--- config.mk ---
export PLATFORM = sky130hd
export DESIGN_NAME = serial_negator_16_bit
export DESIGN_NICKNAME = d
export VERILOG_FILES = /design/src/rtl/serial_negator_16_bit.sv
export SDC_FILE = /design/constraint.sdc
export NUM_CORES = 1
export LEC_CHECK = 0
export BUFFER_PORTS_ARGS = -buffer_cell sky130_fd_sc_hd__buf_2
export CORE_MARGIN = 1.5
export CORE_UTILIZATION = 50
export DETAILED_ROUTE_END_ITERATION = 6
export PLACE_DENSITY_LB_ADDON = 0.05
export RECOVER_POWER = 100
export SLEW_MARGIN = 15
export SYNTH_ARGS = -nofsm -noshare
export SYNTH_HDL_FRONTEND = slang
export SYNTH_SLANG_ARGS = --single-unit
--- constraint.sdc ---
create_clock -name clk -period 4.2 [get_ports clk]
set_clock_uncertainty 0.1 [all_clocks]
set_input_delay 0.42 -clock clk [delete_from_list [all_inputs] [get_ports clk]]
set_output_delay 0.42 -clock clk [all_outputs]
set_load 0.03 [all_outputs]
--- src/rtl/serial_negator_16_bit.sv ---
// Bit-serial 16-bit negator: ones' complement (~x) or two's complement (-x),
// one bit per clock, LSB first, with a single registered result update.
module serial_negator_16_bit (
  input  logic        clk,
  input  logic        rst,
  input  logic        start,
  input  logic        mode,
  input  logic [15:0] x,
  output logic [15:0] y,
  output logic        busy,
  output logic        done,
  output logic        overflow
);

  typedef enum logic [1:0] {
    IDLE  = 2'd0,
    SHIFT = 2'd1,
    DONE  = 2'd2
  } state_t;

  state_t      state;
  state_t      state_next;
  logic [15:0] sr;
  logic [3:0]  cnt;
  logic        carry;
  logic        ovf_pending;
  logic        b;
  logic        res_bit;
  logic        last_bit;

  // Two's complement is ~x plus a carry-in of 1; ones' complement is carry-in 0.
  assign b        = ~sr[0];
  assign res_bit  = b ^ carry;
  assign last_bit = (cnt == 4'd15);

  assign busy = (state == SHIFT);
  assign done = (state == DONE);

  // NOTE: every variable gets a default before the case so no latch is inferred.
  always_comb begin
    state_next = state;
    case (state)
      IDLE:    if (start) state_next = SHIFT;
      SHIFT:   if (last_bit) state_next = DONE;
      DONE:    state_next = IDLE;
      default: state_next = IDLE;
    endcase
  end

  // NOTE: sequential state uses non-blocking assignments so all registers
  // update together from pre-edge values.
  always_ff @(posedge clk) begin
    if (rst) begin
      state       <= IDLE;
      sr          <= '0;
      cnt         <= '0;
      carry       <= 1'b0;
      ovf_pending <= 1'b0;
      y           <= '0;
      overflow    <= 1'b0;
    end else begin
      state <= state_next;
      case (state)
        IDLE: begin
          if (start) begin
            sr          <= x;
            cnt         <= '0;
            carry       <= mode;
            // Flag is taken from the operand as captured, not the live input.
            ovf_pending <= mode && (x == 16'h8000);
          end
        end
        SHIFT: begin
          sr    <= {res_bit, sr[15:1]};
          carry <= b & carry;
          cnt   <= cnt + 4'd1;
          if (last_bit) begin
            y        <= {res_bit, sr[15:1]};
            overflow <= ovf_pending;
          end
        end
        default: ;
      endcase
    end
  end

endmodule
==> out/results.ini, run 1 <==
[status]
status = completed

[worst_setup_path]
required_ns = 3.68
worstSetupPathType = reg2out
slowest_stage = dfxtp_1
critPathBufInv = 2
worst_setup_path_start_kind = flop
cp_cell_sequence = nand2b_4, inv_1, clkbuf_1
r2r_start = state[0]
r2r_end = y[15]
crit_arrival_ns = 2.41
r2r_slack_ns = 1.94
critPathMaxStageDelay_ns = 0.94
reg2regPathDepth = 4
end_kind = primary output
crit_fanout = 30
worst-path-stages = 3
critPathTopFamily = flip-flops

[routing]
ant_nets = 0
wl_mm = 4.04
drt-pass1-iter-count = 4
drc = 0
routed_via_density = 5.41
dr_total_vias = 1624
routedWlPerCell_um = 13.5
drt_iter0_drc = 109

[clock_tree]
cts-root-buf = clkbuf_8
postCtsSetupRepairBufs = 0
clockBufferDepth = 2
clk_latency_ns = 0.28
htree_num_levels = 2
cts_hold_repair.buffers = 0
cts_buffers = 5
post_cts_resized = 0
cts_tree = built
clock-sinks = 41
clkTransAtPathRegs_ns = 0.07

[synthesis]
async_flop_share = 0
yosysTopAreaCell = dfxtp_1
ys.flop_type = dfxtp_1
syn_area_sq_um = 1880
yosysTopAreaCellShare = 0.436
synthCells = 228
synth-seq-area-share = 0.436
syn_area_per_cell_sq_um = 8.25
synth_nets = 250
synth_edf_count = 0
yosysWarnings = 0
yosysUniqueCellTypes = 35
synth.top_cells.by_area = dfxtp_1, a21oi_1, nor2_1, nand3_1, o21ai_0
ys_seq_elements = 41

[layout]
final_common_cell = dfxtp_1
mostFrequentLayoutCells = dfxtp_1, nor2_1, a21oi_1
final_core_utilization = 0.563
n_antenna_cell = 0
drive_above_1_share = 0.131
num-nets-final = 273
area_growth_syn_to_layout_pct = 8.85

[power_and_ir_drop]
vdd_drop_max_mv = 0.209
total_power_w = 0.000746
p_leak_nw = 0.744
p_per_area_nw_per_um2 = 365

[timing]
finalCriticalPeriod_ns = 2.93
tns_ns = 0
setup_viol = 0
tightest_slew_ns = 0.933
fmax_ghz = 0.341
finalHoldViolCount = 0
drv_slew = 0
rsz0062_at_grt = false
setup_slack_ns = 1.27
final.period_utilization = 0.699
worst_slew_margin_rel = 0.377

[floorplanning]
rows = 22
core_sq_um = 3630
die_w_um = 64.3
die_area_sq_um = 4140
die_y_um = 64.3
initial_core_util = 0.518
top_level_ports = 39

[min_path]
hold_depth = 3
min_path_type = in2reg
worst_hold_path.endpoint = ovf_pending
min_from = x[15]

[place]
port_buffers = 38
dp_slack_ns = 1.66
place_hpwl_mm = 2.80
routabilityCongestion = 0.750

[grt]
grt_pass1_wl_mm = 7.15
antenna_found_initial = 0
overflow = 0
grtUsageTotal = 0.218
grt_pass1_vias = 1543
grt_max_degree = 43

[flow_run]
cap_violations = 0

==> synth_stat cells (3+ instances only) <==
master,n
dfxtp_1,41
nor3_1,10
inv_1,3
a211oi_1,3
nor2_1,32
nand3_1,21
buf_4,3
buf_2,5
clkbuf_1,6
o21ai_0,18
or3b_1,5
or3b_2,6
buf_6,5
a21oi_1,30
nand2b_1,10
nor4_1,8
==> how the worst max path moves through the flow <==
stage / from / endpoint / slack [ns]
after floorplan: state[1] / done / 2.49
after global placement: state[0] / busy / 1.68
after detailed placement: state[0] / busy / 1.66
after CTS: state[0] / busy / 1.35
after global routing: state[0] / busy / 0.98
final: state[0] / busy / 1.27
==> worst reg2reg max path, cell delays in order, from the launching register on <==
cell and delay [ns]:
dfxtp_1 0.94, nand2b_4 0.33, inv_1 0.51, nand3_1 0.16, a21oi_1 0.16
==> where the power goes <==
| part | leakage (nW) | total [W] | internal (W) | switching, W |
|---|---|---|---|---|
| Combinational | 0.369 | 0.0000803 | 0.0000350 | 0.0000453 |
| Sequential | 0.335 | 0.000424 | 0.000406 | 0.0000184 |
| Clock | 0.0395 | 0.000242 | 0.000118 | 0.000124 |
| Total | 0.744 | 0.000746 | 0.000559 | 0.000187 |
==> layer usage <==
metal / vias up / GRT usage / routed length, um
li1: 851 / - / -
met1: 746 / 0.284 / 1890
met2: 25 / 0.375 / 2010
met3: 2 / 0.0423 / 126
met4: 0 / 0.0479 / 14
met5: - / 0 / 0
==> layout make-up <==
| class | count | area [sq um] |
|---|---|---|
| Tap cell | 48 | 60.1 |
| Multi-Input combinational cell | 162 | 908 |
| Clock buffer | 8 | 80.1 |
| Sequential cell | 41 | 821 |
| Fill cell | 383 | 1590 |
| Timing Repair Buffer | 38 | 166 |
| Inverter | 3 | 11.3 |
==> sequential cells by signal (all words and copies together) (netlist names) <==
signal       cells
carry            1
cnt              4
overflow         1
ovf_pending      1
sr              16
state            2
y               16
==> stage by stage <==
stage,instances,area (sq um),hold WS (ns)
CTS,300,2070,0.296
global placement,292,1990,0.364
floorplan,228,1880,0.344
detailed placement,292,1990,0.367
finish,300,2050,0.311
global route,300,2050,0.327
==> kinds of logic (layout without fill, tap and decap cells) <==
logic type,after synthesis,count (layout),share of synthesized area
AO/OA/AOI/OAI,57,57,0.165
adder cells (fa/ha/maj),2,2,0.0133
buffers and inverters,25,49,0.0805
flip-flops,41,41,0.436
AND/OR/NAND/NOR,103,103,0.305
No activity file was read; power rests on OpenSTA's default activity.
==> inputs of run 2 (changes only) <==
==> constraint.sdc (replaced) <==
create_clock -name clk -period 2.85 [get_ports clk]
set_clock_uncertainty 0.1 [all_clocks]
set_input_delay 0.285 -clock clk [delete_from_list [all_inputs] [get_ports clk]]
set_output_delay 0.285 -clock clk [all_outputs]
set_load 0.03 [all_outputs]
==> run 2 against run 1 <==
  * Power is 50% higher
  * Via count grew 1.9%
  * Critical endpoint unchanged
  * Final area is 0.49% higher
  * Register-to-register slack lost 1.5 ns
  * Routed wire length increased by 2.6%
  * Sequential power up 46%
  * Largest power group unchanged
  * Non-clock buffer count rose by 1
  * Die area stayed put
  * Utilization up 0.28 points
  * Worst setup slack worse by 0.85 ns
  * Highest routed layer unchanged
==> out/results.ini, run 2 (synthesis gave the netlist of run 1 again) <==
[status]
status = completed

[layout]
num-nets-final = 274  ; +0.37%
area_growth_syn_to_layout_pct = 9.38
final_common_cell = dfxtp_1
n_antenna_cell = 0  ; unchanged
instances_no_fill = 300  ; unchanged
drive_above_1_share = 0.135  ; +0.00397
reg_top3 = sr: 16 flops, y: 16 flops, cnt: 4 flops
multi_input_area_sq_um = 908  ; unchanged
fillerInstances = 379  ; -1.0%
mostFrequentLayoutCells = dfxtp_1, nor2_1, a21oi_1
regArea_sq_um = 821  ; unchanged

[clock_tree]
clk_latency_ns = 0.28  ; about the same
postCtsSetupRepairBufs = 0  ; unchanged
post_cts_resized = 0  ; unchanged
cts_buffers = 5  ; unchanged
clkTransAtPathRegs_ns = 0.08  ; about the same
htree_num_levels = 2  ; unchanged
cts-root-buf = clkbuf_8
clock-sinks = 41  ; unchanged
clockBufferDepth = 2  ; unchanged
cts_tree = built
cts_hold_repair.buffers = 0  ; unchanged

[timing]
final.period_utilization = 0.854
setup_slack_ns = 0.415  ; -0.851 ns
rsz0062_at_grt = false
tightest_slew_ns = 1.05  ; +0.112 ns
drv_slew = 0  ; unchanged
finalCriticalPeriod_ns = 2.44
finalHoldViolCount = 0  ; unchanged
setup_viol = 0  ; unchanged
tns_ns = 0  ; unchanged
worst_slew_margin_rel = 0.303  ; -0.0740
fmax_ghz = 0.411

[routing]
drc = 0  ; unchanged
wl_mm = 4.15  ; +2.6%
drt-pass1-iter-count = 4  ; unchanged
routedWlPerCell_um = 13.8  ; +2.6%
drt_iter0_drc = 139  ; +28%
ant_nets = 0  ; unchanged
routed_via_density = 5.52  ; +1.9%
dr_total_vias = 1655  ; +1.9%

[grt]
grt_pass1_vias = 1549  ; +0.39%
grt_use_met1 = 0.276  ; -0.00778
antenna_found_initial = 0  ; unchanged
grt_pass1_wl_mm = 7.02  ; -1.8%
met3_usage = 0.0475  ; +0.00528
busiest_layer = met2
overflow = 0  ; unchanged
use_met2 = 0.372  ; -0.00260
grt_max_degree = 43  ; unchanged
grtUsageTotal = 0.216  ; -0.00241

[min_path]
hold_depth = 3  ; unchanged
min_from = x[15]
min_path_type = in2reg
worst_hold_path.endpoint = ovf_pending

[worst_setup_path]
r2r_slack_ns = 0.48  ; -1.46 ns
reg2regPathDepth = 4  ; unchanged
worstSetupPathType = reg2out
r2r_start = state[0]
crit_arrival_ns = 2.05  ; -0.36 ns
crit_fanout = 27  ; -10%
required_ns = 2.47  ; -1.21 ns
r2r_end = sr[11]
worst_setup_path_start_kind = flop
end_kind = primary output

[floorplanning]
die_y_um = 64.3  ; unchanged
die_area_sq_um = 4140  ; unchanged
rows = 22  ; unchanged
top_level_ports = 39  ; unchanged
initial_core_util = 0.518  ; unchanged
die_w_um = 64.3  ; unchanged
core_sq_um = 3630  ; unchanged

[place]
post-place-cells = 293  ; +0.34%
place_hpwl_mm = 2.81  ; +0.19%
routabilityCongestion = 0.782  ; +4.3%
dp_slack_ns = 0.749  ; -0.913 ns
port_buffers = 38  ; unchanged

[power_and_ir_drop]
p_int_w = 0.000842  ; +51%
pwr-share-comb = 0.113  ; +0.005
seqPwrFrac = 0.551  ; -0.017
p_sw_frac = 0.250  ; -0.00104
vdd_drop_max_mv = 0.355  ; +70%
p_clk_frac = 0.336  ; +0.012
total_power_w = 0.00112  ; +50%
power.switching_w = 0.000281  ; +50%
p_leak_nw = 0.749  ; +0.73%
p_per_area_nw_per_um2 = 546  ; +50%

[flow_run]
cap_violations = 0  ; unchanged

==> run 2: worst max-delay path by stage <==
stage / startpoint / to / slack, ns / cells after the start
after floorplan: state[1] / done / 1.28 / 3
after global placement: state[1] / busy / 0.76 / 3
after detailed placement: state[1] / busy / 0.75 / 3
after CTS: state[1] / busy / 0.42 / 3
after global routing: state[0] / sr[11] / 0.18 / 4
final: state[1] / busy / 0.41 / 3
==> run 2: final cells by class <==
type | count | area share
multi-input cells | 162 | 0.442
flip-flops and latches | 41 | 0.399
repair buffers | 39 | 0.0827
clock buffers | 7 | 0.0420
well taps | 48 | 0.0292
inverters | 3 | 0.00547
==> run 2: critical path, cell delays in order, from the launching register on <==
cell and delay (ns):
dfxtp_1 0.71, nand2b_4 0.41, inv_1 0.33, clkbuf_1 0.30
==> run 2: power by group through the flow <==
stage / registers (W) / clock network [W] / logic [W]
2_1_floorplan: 0.000625 / 0 / 0.000106
3_3_place_gp: 0.000632 / 0 / 0.000128
3_5_place_dp: 0.000632 / 0 / 0.000128
4_1_cts: 0.000619 / 0.000384 / 0.000129
5_1_grt: 0.000622 / 0.000405 / 0.000146
6_report: 0.000619 / 0.000378 / 0.000127
==> run 2: per-layer routing <==
metal / wire length, um / part of all wire
met5: 0 / 0
met4: 29 / 0.0070
met3: 128 / 0.031
met2: 2100 / 0.51
met1: 1880 / 0.45
==> run 2: stage by stage <==
step           utilization  instance area, sq um  hold slack [ns]
2_1_floorplan            -                  1880            0.329
3_3_place_gp         0.550                  2000            0.365
3_5_place_dp         0.550                  2000            0.363
4_1_cts              0.574                  2080            0.160
5_1_grt              0.566                  2060            0.196
6_report             0.566                  2060            0.167
